==> src/rtl/alu_operand_stage_pkg.sv <==
// Shared types and constants for the ALU issue/writeback stage.
// Widths, opcodes, operand-source selection and the writeback record.
package alu_operand_stage_pkg;

  localparam int unsigned WIDTH = 16;
  localparam int unsigned NREGS = 16;
  localparam int unsigned AW    = 4;
  localparam int unsigned OPW   = 5;

  localparam logic [OPW-1:0] ALU_ADD   = 5'd0;
  localparam logic [OPW-1:0] ALU_SUB   = 5'd1;
  localparam logic [OPW-1:0] ALU_AND   = 5'd2;
  localparam logic [OPW-1:0] ALU_OR    = 5'd3;
  localparam logic [OPW-1:0] ALU_XOR   = 5'd4;
  localparam logic [OPW-1:0] ALU_PASSB = 5'd5;

  typedef enum logic [2:0] {
    SRC_ZERO,
    SRC_ALU,
    SRC_RET,
    SRC_RF,
    SRC_IMM
  } src_e;

  typedef struct packed {
    logic             valid;
    logic [AW-1:0]    rd;
    logic [WIDTH-1:0] data;
  } wb_t;

  // Youngest in-flight producer wins; r0 is hardwired to zero.
  function automatic src_e fwd_src(input logic [AW-1:0] s,
                                   input logic          iss_valid,
                                   input logic [AW-1:0] iss_rd,
                                   input logic          ret_valid,
                                   input logic [AW-1:0] ret_rd);
    if (s == '0)                        return SRC_ZERO;
    else if (iss_valid && iss_rd == s)  return SRC_ALU;
    else if (ret_valid && ret_rd == s)  return SRC_RET;
    else                                return SRC_RF;
  endfunction

endpackage

==> src/rtl/alu_operand_stage_reg_file.sv <==
// NREGS x WIDTH register file: two async read ports, one sync write port.
// Entry 0 is never written; read-during-write returns the old contents.
module alu_operand_stage_reg_file
  import alu_operand_stage_pkg::*;
(
  input  logic             clk,
  input  logic             reset,
  input  logic [AW-1:0]    raddr_a,
  output logic [WIDTH-1:0] rdata_a,
  input  logic [AW-1:0]    raddr_b,
  output logic [WIDTH-1:0] rdata_b,
  input  logic             we,
  input  logic [AW-1:0]    waddr,
  input  logic [WIDTH-1:0] wdata
);

  logic [WIDTH-1:0] mem [NREGS];

  always_ff @(posedge clk or posedge reset) begin
    if (reset) begin
      for (int unsigned i = 0; i < NREGS; i++) mem[i] <= '0;
    end else if (we && waddr != '0) begin
      mem[waddr] <= wdata;
    end
  end

  assign rdata_a = mem[raddr_a];
  assign rdata_b = mem[raddr_b];

endmodule

==> src/rtl/alu_operand_stage.sv <==
// Issue/writeback stage around a combinational ALU: operand fetch with
// forwarding, registered ALU inputs, result capture and retire with backpressure.
module alu_operand_stage
  import alu_operand_stage_pkg::*;
(
  input  logic             clk,
  input  logic             reset,
  input  logic             in_valid,
  output logic             in_ready,
  input  logic [OPW-1:0]   in_op,
  input  logic [AW-1:0]    in_rd,
  input  logic [AW-1:0]    in_rs,
  input  logic [AW-1:0]    in_rt,
  input  logic             in_imm_sel,
  input  logic [WIDTH-1:0] in_imm,
  output logic [OPW-1:0]   alu_op,
  output logic [WIDTH-1:0] alu_x,
  output logic [WIDTH-1:0] alu_y,
  input  logic [WIDTH-1:0] alu_z,
  output logic             ret_valid,
  input  logic             ret_ready,
  output logic [AW-1:0]    ret_rd,
  output logic [WIDTH-1:0] ret_data
);

  logic             hold;
  logic             accept;
  logic             iss_valid;
  logic [AW-1:0]    iss_rd;
  wb_t              wb;
  src_e             src_x;
  src_e             src_y;
  logic [WIDTH-1:0] rf_x;
  logic [WIDTH-1:0] rf_y;
  logic [WIDTH-1:0] opnd_x;
  logic [WIDTH-1:0] opnd_y;

  assign hold     = wb.valid & ~ret_ready;
  assign in_ready = ~hold;
  assign accept   = in_valid & in_ready;

  assign ret_valid = wb.valid;
  assign ret_rd    = wb.rd;
  assign ret_data  = wb.data;

  alu_operand_stage_reg_file u_reg_file (
    .clk     (clk),
    .reset   (reset),
    .raddr_a (in_rs),
    .rdata_a (rf_x),
    .raddr_b (in_rt),
    .rdata_b (rf_y),
    .we      (wb.valid & ret_ready),
    .waddr   (wb.rd),
    .wdata   (wb.data)
  );

  // Immediate select short-circuits the rt comparators entirely.
  always_comb begin
    src_x = fwd_src(in_rs, iss_valid, iss_rd, wb.valid, wb.rd);
    src_y = SRC_IMM;
    if (!in_imm_sel) src_y = fwd_src(in_rt, iss_valid, iss_rd, wb.valid, wb.rd);
  end

  always_comb begin
    opnd_x = rf_x;
    case (src_x)
      SRC_ZERO: opnd_x = '0;
      SRC_ALU:  opnd_x = alu_z;
      SRC_RET:  opnd_x = wb.data;
      default:  opnd_x = rf_x;
    endcase
    opnd_y = rf_y;
    case (src_y)
      SRC_ZERO: opnd_y = '0;
      SRC_ALU:  opnd_y = alu_z;
      SRC_RET:  opnd_y = wb.data;
      SRC_IMM:  opnd_y = in_imm;
      default:  opnd_y = rf_y;
    endcase
  end

  // I and W advance together; both freeze while retire is backpressured.
  always_ff @(posedge clk or posedge reset) begin
    if (reset) begin
      iss_valid <= 1'b0;
      iss_rd    <= '0;
      alu_op    <= '0;
      alu_x     <= '0;
      alu_y     <= '0;
      wb        <= '0;
    end else if (!hold) begin
      wb        <= '{valid: iss_valid, rd: iss_rd, data: alu_z};
      iss_valid <= accept;
      if (accept) begin
        iss_rd <= in_rd;
        alu_op <= in_op;
        alu_x  <= opnd_x;
        alu_y  <= opnd_y;
      end
    end
  end

endmodule

==> config.mk <==
export PLATFORM = sky130hd
export DESIGN_NAME = alu_operand_stage
export DESIGN_NICKNAME = d
export VERILOG_FILES = /design/src/rtl/alu_operand_stage_pkg.sv /design/src/rtl/alu_operand_stage_reg_file.sv /design/src/rtl/alu_operand_stage.sv
export SDC_FILE = /design/constraint.sdc
export NUM_CORES = 1
export LEC_CHECK = 0
export CORE_ASPECT_RATIO = 1.1
export CORE_MARGIN = 3
export CORE_UTILIZATION = 55
export DETAILED_ROUTE_END_ITERATION = 16
export PLACE_DENSITY_LB_ADDON = 0.25
export SLEW_MARGIN = 20
export SYNTH_ARGS = -nofsm -noshare
export SYNTH_HDL_FRONTEND = slang
export SYNTH_SLANG_ARGS = --single-unit
==> constraint.sdc <==
create_clock -name clk -period 16 [get_ports clk]
set_input_delay 3.2 -clock clk [delete_from_list [all_inputs] [get_ports clk]]
set_output_delay 3.2 -clock clk [all_outputs]
set_load 0.005 [all_outputs]
Word-level counts from Yosys, hierarchy flattened
Index checks and enable logic that the tools add are counted.

cells by class
  bitwise logic cells = 8
  order comparisons = 4
  equal/unequal tests = 9
  reductions and logical operators = 12
  mux-type cells = 18

operator list
  operator                                                   count
  bitwise mux 256 bit                                        1
  binary-select mux 16 bit (select 4 bit)                    2
  two-way mux 16 bit                                         5
  demux 16 bit (select 4 bit)                                1
  one-hot mux 16 bit (4 select lines)                        1
  one-hot mux 16 bit (3 select lines)                        1
  == test 4 bit                                              4
  greater-or-equal comparator 5 bit (second input constant)  3
  NOT 4 -> 5 bit                                             3
  logical NOT 4 bit                                          2
  two-way mux 2 bit                                          4
  == test 3 x 1 -> 1 bit (second input constant)             2
  == test 3 x 2 -> 1 bit (second input constant)             2
  logical AND 1 bit                                          6
  logical NOT 3 bit                                          2
  < comparator 5 x 1 -> 1 bit (second input constant)        1
  nonzero test 4 bit                                         1
  bitwise AND 1 bit                                          3
  == test 3 bit (second input constant)                      1
  two-way mux 3 bit                                          1
  two-way mux 1 bit                                          2
  NOT 1 bit                                                  2
  AND reduction 2 bit                                        1

storage, ports and cells
  register bits after elaboration = 319
  input bits = 54
  word-level logic and storage cells = 75

Longest topological paths before layout
Gate-level depths: netlist of run 1.

  depth in word-level cells = 8
  mapped depth = 9
  depth with buffers taken out = 5

Modules after synthesis
A second synthesis of run 1 with hierarchy kept.

second synthesis, totals
  cells, all modules = 1,145
  area, all modules = 16,504.6 µm²

modules (own cells, without submodules)
  module                      sequential area each (µm²)  instances  cells each  area each (µm²)
  alu_operand_stage_reg_file  6,406.1                     1          846         13,238.9
  alu_operand_stage           1,576.5                     1          299         3,265.6

Worst setup path after synthesis of run 1
OpenSTA, ideal clock, no wires.

  path type = input -> output
  from = input ret_ready
  to = output in_ready
  setup slack = 9.127 ns
  arrival time = 3.673 ns
  required time = 12.800 ns
  stages = 3
  path buffers = 2
  cells stage by stage = nand2b_1 > buf_2 > clkbuf_1

between the ends
  cells in the longest elaborated chain, start to end = 3

RTL lines
  element                     RTL line                 source
  from (decl)                 alu_operand_stage.sv:21  input logic ret_ready,
  NOT 1 bit                   alu_operand_stage.sv:38  assign hold = wb.valid & ~ret_ready;
  bitwise AND 1 bit           alu_operand_stage.sv:38
  NOT 1 bit (no source line)  -
  to (decl)                   alu_operand_stage.sv:9   output logic in_ready,

No other way between the ends.

Worst setup path in the final report of run 1
Ends and elaborated chain as after synthesis.

==> results of run 1 <==
[sequential cells by signal (all words and copies together), names as in the netlist]
register and cells:
alu_y 16, alu_x 16, ret_valid 1, iss_rd 4
ret_data 16, iss_valid 1, ret_rd 4, alu_op 5
u_reg_file.mem 256
[cell type report]
cell class,instances,area share (%)
Inverter,23,0.488
Tap cell,408,2.65
Sequential cell,319,41.5
Clock inverter,13,0.774
Clock buffer,45,5.18
Multi-Input combinational cell,817,42.5
Timing Repair Buffer,141,6.89
[critical path, cell delays in order]
cell and delay [ns]:
clkdlybuf4s50_1 0.52, nand2b_2 0.69, clkdlybuf4s50_1 0.66
[cell usage after synthesis]
library cell / instances / area [um2]
dfrtp_1: 319 / 7980
mux2_2: 228 / 2570
mux4_2: 100 / 2250
nand2_1: 91 / 342
o21ai_0: 74 / 370
clkbuf_1: 69 / 259
a221oi_1: 58 / 508
mux2i_1: 58 / 581
nor2_1: 43 / 161
buf_2: 39 / 195
o22ai_1: 28 / 175
inv_1: 23 / 86.3
o31ai_1: 20 / 150
buf_1: 16 / 60.1
nand3b_1: 12 / 90.1
o21a_1: 12 / 90.1
a21oi_1: 11 / 55.1
xnor2_1: 11 / 96.3
a2111oi_0: 10 / 87.6
o32ai_1: 10 / 87.6
buf_4: 8 / 60.1
a221o_1: 6 / 60.1
buf_6: 6 / 67.6
mux4_1: 6 / 158
nand2b_1: 6 / 37.5
or3_1: 5 / 31.3
and2_1: 4 / 25.0
nand4_1: 3 / 18.8
or2_2: 3 / 18.8
xor2_1: 3 / 26.3
nand3_1: 2 / 10.0
nor2b_1: 2 / 12.5
nor3_1: 2 / 10.0
a211oi_1: 1 / 7.51
a21boi_0: 1 / 7.51
a31o_2: 1 / 8.76
and4_1: 1 / 8.76
nand4b_1: 1 / 8.76
nor3_2: 1 / 10.0
nor4_1: 1 / 6.26
nor4_2: 1 / 12.5
o221ai_1: 1 / 8.76
[kinds of logic after synthesis]
| group | share of synthesized area [%] |
|---|---|
| flops | 47.5 |
| mux | 33.1 |
| xor+xnor | 0.729 |
| compound gates | 9.62 |
| simple gates | 4.78 |
| buf+inv | 4.33 |
[through the flow]
| step | std cells | util [%] | total power, mW | hold slack [ns] | worst slack (ns) |
|---|---|---|---|---|---|
| finish | 1766 | 64.5 | 3.09 | 0.397 | 7.73 |
| floorplan | 1297 | - | 1.95 | 0.438 | 3.97 |
| CTS | 1765 | 64.5 | 3.08 | 0.396 | 7.74 |
| detailed placement | 1707 | 60.6 | 2.26 | 0.384 | 7.75 |
| global placement | 1707 | 60.6 | 2.21 | 0.375 | 7.78 |
| global route | 1766 | 64.5 | 3.23 | 0.411 | 7.64 |
[final timing paths]
kind	slack (ns)	depth (start not counted)	endpoint
setup / recovery	7.73	3	in_ready
hold / removal	0.40	0	u_reg_file.mem[250]
setup reg to reg	13.06	6	alu_x[9]
hold reg to reg	0.40	0	u_reg_file.mem[250]
max in group asynchronous	11.21	3	u_reg_file.mem[153]
min in group asynchronous	3.26	2	u_reg_file.mem[204]
[layer usage]
layer | track usage (%) | part of all wire [%] | wire length [um] | vias to the layer above
li1 | - | - | - | 5016
met1 | 42.3 | 40 | 20300 | 6262
met2 | 47.6 | 45 | 23000 | 758
met3 | 7.66 | 10 | 5110 | 164
met4 | 12.5 | 4.4 | 2240 | 0
met5 | 0 | 0 | 0 | -
[cell usage in the layout (no fill, tap or decap), drive strengths merged, types with 3 or more instances in the layout]
| master | instances |
|---|---|
| dfrtp | 319 |
| inv | 23 |
| and2 | 4 |
| o32ai | 10 |
| clkbuf | 45 |
| mux2i | 58 |
| nand4 | 3 |
| nor3 | 3 |
| nand2b | 6 |
| a2111oi | 10 |
| o21ai | 74 |
| clkinv | 8 |
| o31ai | 20 |
| a21oi | 11 |
| o21a | 12 |
| a221o | 6 |
| buf | 34 |
| nand2 | 91 |
| xor2 | 3 |
| or3 | 5 |
| a221oi | 58 |
| mux2 | 228 |
| clkdlybuf4s50 | 107 |
| nor2 | 43 |
| bufinv | 3 |
| xnor2 | 11 |
| mux4 | 106 |
| o22ai | 28 |
| or2 | 3 |
| nand3b | 12 |
[power groups by stage]
stage | clock, mW | combinational [mW] | sequential (mW)
6_report | 0.813 | 0.882 | 1.39
4_1_cts | 0.821 | 0.880 | 1.38
5_1_grt | 0.857 | 0.947 | 1.43
2_1_floorplan | 0 | 0.661 | 1.29
3_3_place_gp | 0 | 0.845 | 1.36
3_5_place_dp | 0 | 0.874 | 1.39
==> impl_metrics.toml, run 1 <==
[final_layout]
multi_input_area_mm2 = 0.00817
stdcell_area_mm2 = 0.0192
fill_cells = 2234
diodes = 0
area_growth_pct = 14.4
final_nets = 1391
drive_above_1_share_pct = 32.3
regArea_mm2 = 0.00798

[critical_path]
crit_type = "input port to output port"
endpoint_kind = "output port"
critPathMaxFanout = 35
r2r_start = "ret_valid"
cp.required_ns = 12.80
critPathLaunchType = "input port"
crit_arrival_ns = 5.07
startpoint = "ret_ready"

[grt]
grt_pass1_wl_um = 76500
grt_overflow = 0
grt_max_degree = 128
grt.total_usage_pct = 30.8
grt_pass1_vias = 12400
antenna_found_initial = 0

[pwr]
clkPwrFrac_pct = 26.3
power_density_mw_per_mm2 = 160
swShare_pct = 30.4
p_switching_uw = 938
p_int_mw = 2.15
power_leakage_nw = 8.23
p_comb_share_pct = 28.6
ir_drop_mv = 0.0959
p_seq_share_pct = 45.1

[yosys]
synth_seq_area_share_pct = 47.5
synth_cell_types = 42
yosysWarnings = 0
synth-seq-cells = 319
syn_nets = 1351
avgSynthCellArea_um2 = 13.0
syn_inst = 1297
syn_area_mm2 = 0.0168

[sta]
rsz0062_at_grt = "false"
slew_headroom_pct = 19.4
hold_viol_final = 0
worst_slew_pin_slew_ns = 1.21
fin_crit_sh_pct = 51.7
slew_viol_final = 0
setup_tns_ns = 0
clock-skew-final_ns = 0.00850
fin_crit_ns = 8.27
fmax_ghz = 0.121
setup_violations = 0

[clock_tree]
cts.clk_slew.worst_paths_ns = 0.06
cts.sinks = 319
clock_latency_ns = 0.51
htreeDepth = 2
numCtsBuffers = 35
cts_hold_repair.buffers = 0
root_buffer = "clkbuf_16"
clockBufferDepth = 3
cts_tree = "yes"
post_cts_resized = 0
cts_setup_buffers = 0

[flow_run]
cap_violations = 0

[routing]
drt_iter0_drc = 1409
totalWireLength_um = 50700
viasPerCell = 6.91
routedWlPerCell_um = 28.7
ant_nets = 0
drc_errors = 0
vias = 12200
first_pass_iters = 5

[floorplan]
die-area_mm2 = 0.0327
row_count = 66
die_h_um = 189
io_pins = 113
initial_core_util_pct = 56.4
coreArea_mm2 = 0.0298
die_x_um = 173

[placement]
place_area_mm2 = 0.0181
gp_congestion = 0.851
dp_hpwl_um = 29600
portBuffers = 112

[status]
outcome = "finished clean"

[worst_hold_path]
hold_path.class = "flop to flop"
hp-start = "u_reg_file.mem[250]"
No activity file was read; power rests on OpenSTA's default activity.
==> inputs of run 2 (changes only) <==
--- a/config.mk
+++ b/config.mk
@@ -7,7 +7,7 @@
 export LEC_CHECK = 0
 export CORE_ASPECT_RATIO = 1.1
 export CORE_MARGIN = 3
-export CORE_UTILIZATION = 55
+export CORE_UTILIZATION = 54
 export DETAILED_ROUTE_END_ITERATION = 16
 export PLACE_DENSITY_LB_ADDON = 0.25
 export SLEW_MARGIN = 20
==> constraint.sdc (replaced) <==
create_clock -name clk -period 7 [get_ports clk]
set_input_delay 1.4 -clock clk [delete_from_list [all_inputs] [get_ports clk]]
set_output_delay 1.4 -clock clk [all_outputs]
set_load 0.005 [all_outputs]
==> run 2 against run 1 <==
Against the previous run:
- sequential power up 130%
- wire length fell by 0.30%
- global-route usage fell by 0.22 points
- critical path depth unchanged
- utilization decreased by 1.5 points
- power is 130% higher
==> impl_metrics.toml, run 2 (synthesis results as in run 1) <==
[floorplan]
die-area_mm2 = 0.0333
row_count = 67
initial_core_util_pct = 54.9
die_h_um = 191
io_pins = 113
coreArea_mm2 = 0.0306
die_x_um = 174

[final_layout]
diodes = 0
area_growth_pct = 14.7
drive_above_1_share_pct = 32.1
final_common_cell = "dfrtp_1"
finalNonFillerCells = 1777
largest_reg_flops = 256
layout_common_cells = "319 x dfrtp_1, 228 x mux2_2, 107 x clkdlybuf4s50_1"
top_register = "u_reg_file.mem"
final_nets = 1391

[clock_tree]
cts_tree = "yes"
root_buffer = "clkbuf_16"
cts_setup_buffers = 0
clockBufferDepth = 3
numCtsBuffers = 36
cts_hold_repair.buffers = 0
cts.clk_slew.worst_paths_ns = 0.05
cts.sinks = 319
htreeDepth = 2
post_cts_resized = 0
clock_latency_ns = 0.52

[critical_path]
rr_endpoint = "alu_x[10]"
crit_arrival_ns = 3.31
critPathLaunchType = "input port"
rr_worst_depth = 5
r2r_slack_ns = 3.99
cp.required_ns = 5.60
crit_type = "input port to output port"
critPathMaxFanout = 35
r2r_start = "ret_valid"
endpoint_kind = "output port"

[placement]
dp_cells = 1713
dp_hpwl_um = 30000
portBuffers = 112
gp_congestion = 0.874

[grt]
grt_pass1_wl_um = 76500
antenna_found_initial = 0
grt_overflow = 0
grt.total_usage_pct = 30.6
grt_max_degree = 110
grt_pass1_vias = 12200

[sta]
rsz0062_at_grt = "false"
setup_violations = 0
slew_headroom_pct = 15.6
slew_viol_final = 0
worst_slew_pin_slew_ns = 1.26
clock-skew-final_ns = 0.0146
fin_crit_sh_pct = 67.3
fin_crit_ns = 4.71
hold_viol_final = 0
fmax_ghz = 0.212
setup_tns_ns = 0

[worst_hold_path]
hp-start = "u_reg_file.mem[241]"
hold_path.class = "flop to flop"
hold_end = "u_reg_file.mem[241]"
whs_path_depth = 0

[routing]
viasPerCell = 6.82
first_pass_iters = 7
vias = 12100
drc_errors = 0
totalWireLength_um = 50500
drt_iter0_drc = 1430
ant_nets = 0
routedWlPerCell_um = 28.4

[flow_run]
cap_violations = 0

[status]
outcome = "finished clean"

[pwr]
power_density_mw_per_mm2 = 366
ir_drop_mv = 0.184
power_leakage_nw = 8.24
[run 2: cell count changes in the layout (fill, tap and decap cells not counted), moves of 2 or more]
cell / previous run / this run
buf_4: 31 / 29
clkbuf_8: 4 / 8
clkbuf_1: 4 / 10
inv_6: 0 / 2
clkinv_2: 7 / 4
[run 2: layer usage]
layer	vias to the layer above	wire length, um	track usage, %
met4	0	2200	12.3
met1	6263	20500	43.0
met2	735	22300	45.8
li1	5004	-	-
met3	124	5590	7.97
met5	-	0	0
[run 2: through the flow]
| stage | area [um2] | worst slack (ns) | total power [mW] | hold slack [ns] | utilization [%] |
|---|---|---|---|---|---|
| global placement | 18100 | 2.27 | 5.06 | 0.375 | 59.1 |
| finish | 19300 | 2.29 | 7.06 | 0.395 | 63.0 |
| detailed placement | 18100 | 2.33 | 5.16 | 0.382 | 59.1 |
| floorplan | 16800 | 1.35 | 4.45 | 0.438 | - |
| CTS | 19300 | 2.32 | 7.06 | 0.396 | 63.0 |
| global route | 19300 | 2.24 | 7.41 | 0.403 | 63.0 |
[run 2: worst max-delay path, stage by stage]
cell	delay, ns
clkdlybuf4s50_1	0.54
nand2b_2	0.72
clkdlybuf4s50_1	0.65
[run 2: power breakdown]
part           internal, mW  switching, mW
registers              2.56          0.603
logic                  1.24          0.768
clock network          1.14          0.758
total                  4.93           2.13
[run 2: layout make-up]
| type | count | area, um2 |
|---|---|---|
| timing repair buffer | 140 | 1330 |
| multi-input combinational | 817 | 8180 |
| sequential | 319 | 7980 |
| tap | 414 | 518 |
| clock buffer | 55 | 1070 |
| clock inverter | 9 | 109 |
| inverter | 23 | 90.1 |
| fill | 2334 | 11300 |
[run 2: worst max path at each step]
stage,startpoint,end,slack [ns]
3_3_place_gp,in_rs[1],alu_x[12],2.27
4_1_cts,ret_ready,in_ready,2.32
3_5_place_dp,ret_ready,in_ready,2.33
6_report,ret_ready,in_ready,2.29
2_1_floorplan,reset,alu_op[0],1.35
5_1_grt,ret_ready,in_ready,2.24
==> inputs of run 3 (changes only) <==
--- a/config.mk
+++ b/config.mk
@@ -7,7 +7,7 @@
 export LEC_CHECK = 0
 export CORE_ASPECT_RATIO = 1.1
 export CORE_MARGIN = 3
-export CORE_UTILIZATION = 54
+export CORE_UTILIZATION = 55
 export DETAILED_ROUTE_END_ITERATION = 16
 export PLACE_DENSITY_LB_ADDON = 0.25
 export SLEW_MARGIN = 20
==> constraint.sdc (replaced) <==
create_clock -name clk -period 4.4 [get_ports clk]
set_input_delay 0.88 -clock clk [delete_from_list [all_inputs] [get_ports clk]]
set_output_delay 0.88 -clock clk [all_outputs]
set_load 0.005 [all_outputs]
==> run 3 against run 2 <==
Against the previous run:
- critical path depth unchanged
- non-clock buffer count increased by 18
- setup slack got worse by 1.2 ns
- sequential power increased by 61%
- via count increased by 1.5%
- register-to-register slack got worse by 2.2 ns
- power increased by 57%
- final cell count increased by 0.17%
- sequential share of layout area decreased by 0.11 points
- global-route usage increased by 0.50 points
- utilization increased by 1.8 points
- wire length increased by 1.4%
- critical path type unchanged
- critical endpoint unchanged
==> impl_metrics.toml, run 3 (synthesis results as in run 1) <==
[status]
outcome = "finished clean"

[final_layout]
largest_reg_flops = 256
final_common_cell = "dfrtp_1"
final_nets = 1408
top_register = "u_reg_file.mem"
area_growth_pct = 15.0
diodes = 0
layout_common_cells = "319 x dfrtp_1, 228 x mux2_2, 107 x clkdlybuf4s50_1"
drive_above_1_share_pct = 32.4
fill_cells = 2231
multi_input_area_mm2 = 0.00816
regArea_mm2 = 0.00798
post-route-util_pct = 64.9

[critical_path]
critPathLaunchType = "input port"
cp_common_cell = "clkdlybuf4s50_1"
cp.required_ns = 3.52
r2r_start = "ret_valid"
crit_type = "input port to output port"
max_stage_delay_ns = 0.60
critPathMaxFanout = 16
rr_endpoint = "alu_y[6]"
rr_worst_depth = 6
crit_slowest_cell = "clkdlybuf4s50_1"
path_cells = "clkdlybuf4s50_1 -> nand2b_2 -> clkdlybuf4s50_1"
endpoint_kind = "output port"
crit_arrival_ns = 2.43
r2r_slack_ns = 1.84

[routing]
drt_iter0_drc = 1365
viasPerCell = 6.91
ant_nets = 0
vias = 12300
totalWireLength_um = 51200
routedWlPerCell_um = 28.8
drc_errors = 0
first_pass_iters = 5

[sta]
rsz0062_at_grt = "false"
worst_slew_pin_slew_ns = 0.963
slew_headroom_pct = 35.6
fin_crit_sh_pct = 75.2
slew_viol_final = 0
fmax_ghz = 0.302
worst_slack_ns = 1.09
fin_crit_ns = 3.31
hold_viol_final = 0
setup_violations = 0
clock-skew-final_ns = 0.0115

[clock_tree]
cts_setup_buffers = 0
root_buffer = "clkbuf_16"
clock_latency_ns = 0.51
clockBufferDepth = 3
post_cts_resized = 0
cts_hold_repair.buffers = 0
cts.sinks = 319
numCtsBuffers = 35
cts.clk_slew.worst_paths_ns = 0.06
htreeDepth = 2
cts_tree = "yes"

[placement]
portBuffers = 112
gp_congestion = 0.882
dp_hpwl_um = 32300
dp_slack_ns = 0.494

[grt]
grt_pass1_vias = 12400
grt_overflow = 0
grt_max_degree = 98
antenna_found_initial = 0
grt_pass1_wl_um = 77600
grt.total_usage_pct = 31.1

[floorplan]
row_count = 66
coreArea_mm2 = 0.0298
initial_core_util_pct = 56.4
die_x_um = 173
die-area_mm2 = 0.0327
io_pins = 113
die_h_um = 189

[worst_hold_path]
hold_end = "u_reg_file.mem[250]"
whs_path_depth = 0
hold_path.class = "flop to flop"
hp-start = "u_reg_file.mem[250]"

[pwr]
power_leakage_nw = 8.28
ir_drop_mv = 0.391
power_density_mw_per_mm2 = 573

[flow_run]
cap_violations = 0
[run 3: cell count changes in the layout (fill, tap and decap cells not counted), moves of 2 or more]
cell and change:
clkinv_2 -3, inv_6 -2, clkbuf_8 -3, buf_4 +12
nor2_2 +4, clkbuf_1 +2, nor2_4 -4, buf_12 +7
bufinv_16 -2
[run 3: how the worst max path moves through the flow]
stage	start	end	slack [ns]
after floorplan	reset	alu_op[0]	-0.73
after global placement	in_rs[3]	alu_x[14]	0.47
after detailed placement	in_rs[3]	alu_x[8]	0.49
after CTS	in_rs[3]	alu_x[8]	1.01
after global routing	ret_ready	in_ready	1.08
final	ret_ready	in_ready	1.09
[run 3: area by class of cell]
| cell class | count | share of cell area [%] |
|---|---|---|
| Clock buffer | 54 | 5.38 |
| Clock inverter | 1 | 0.0259 |
| Inverter | 23 | 0.466 |
| Multi-Input combinational cell | 817 | 42.2 |
| Sequential cell | 319 | 41.3 |
| Tap cell | 408 | 2.64 |
| Timing Repair Buffer | 158 | 8.01 |
[run 3: critical path: cells and delay by family]
family,cells,cell delay [ns]
buffers and inverters,2,1.13
and+or+nand+nor,1,0.42
[run 3: power breakdown]
part | switching [mW] | leakage, nW | internal (mW) | total, mW
clock network | 1.14 | 0.510 | 1.61 | 2.75
registers | 1.02 | 4.07 | 4.07 | 5.09
logic | 1.25 | 3.70 | 1.99 | 3.24
total | 3.41 | 8.28 | 7.67 | 11.1
[run 3: per-stage QoR]
step | setup TNS, ns | instance area (um2) | power (mW) | hold WS [ns] | std cells
finish | 0 | 19300 | 11.1 | 0.394 | 1780
global route | 0 | 19300 | 11.6 | 0.412 | 1780
CTS | 0 | 19300 | 11.1 | 0.399 | 1780
detailed placement | 0 | 18300 | 8.29 | 0.384 | 1725
global placement | 0 | 18300 | 8.09 | 0.377 | 1725
floorplan | -233.77 | 16800 | 7.09 | 0.438 | 1297
[run 3: routing by layer]
metal / share of wire, % / GRT usage, % / vias to the layer above
li1: - / - / 5028
met1: 40 / 43.4 / 6429
met2: 46 / 48.8 / 709
met3: 10 / 6.86 / 138
met4: 4.0 / 10.9 / 0
met5: 0 / 0 / -
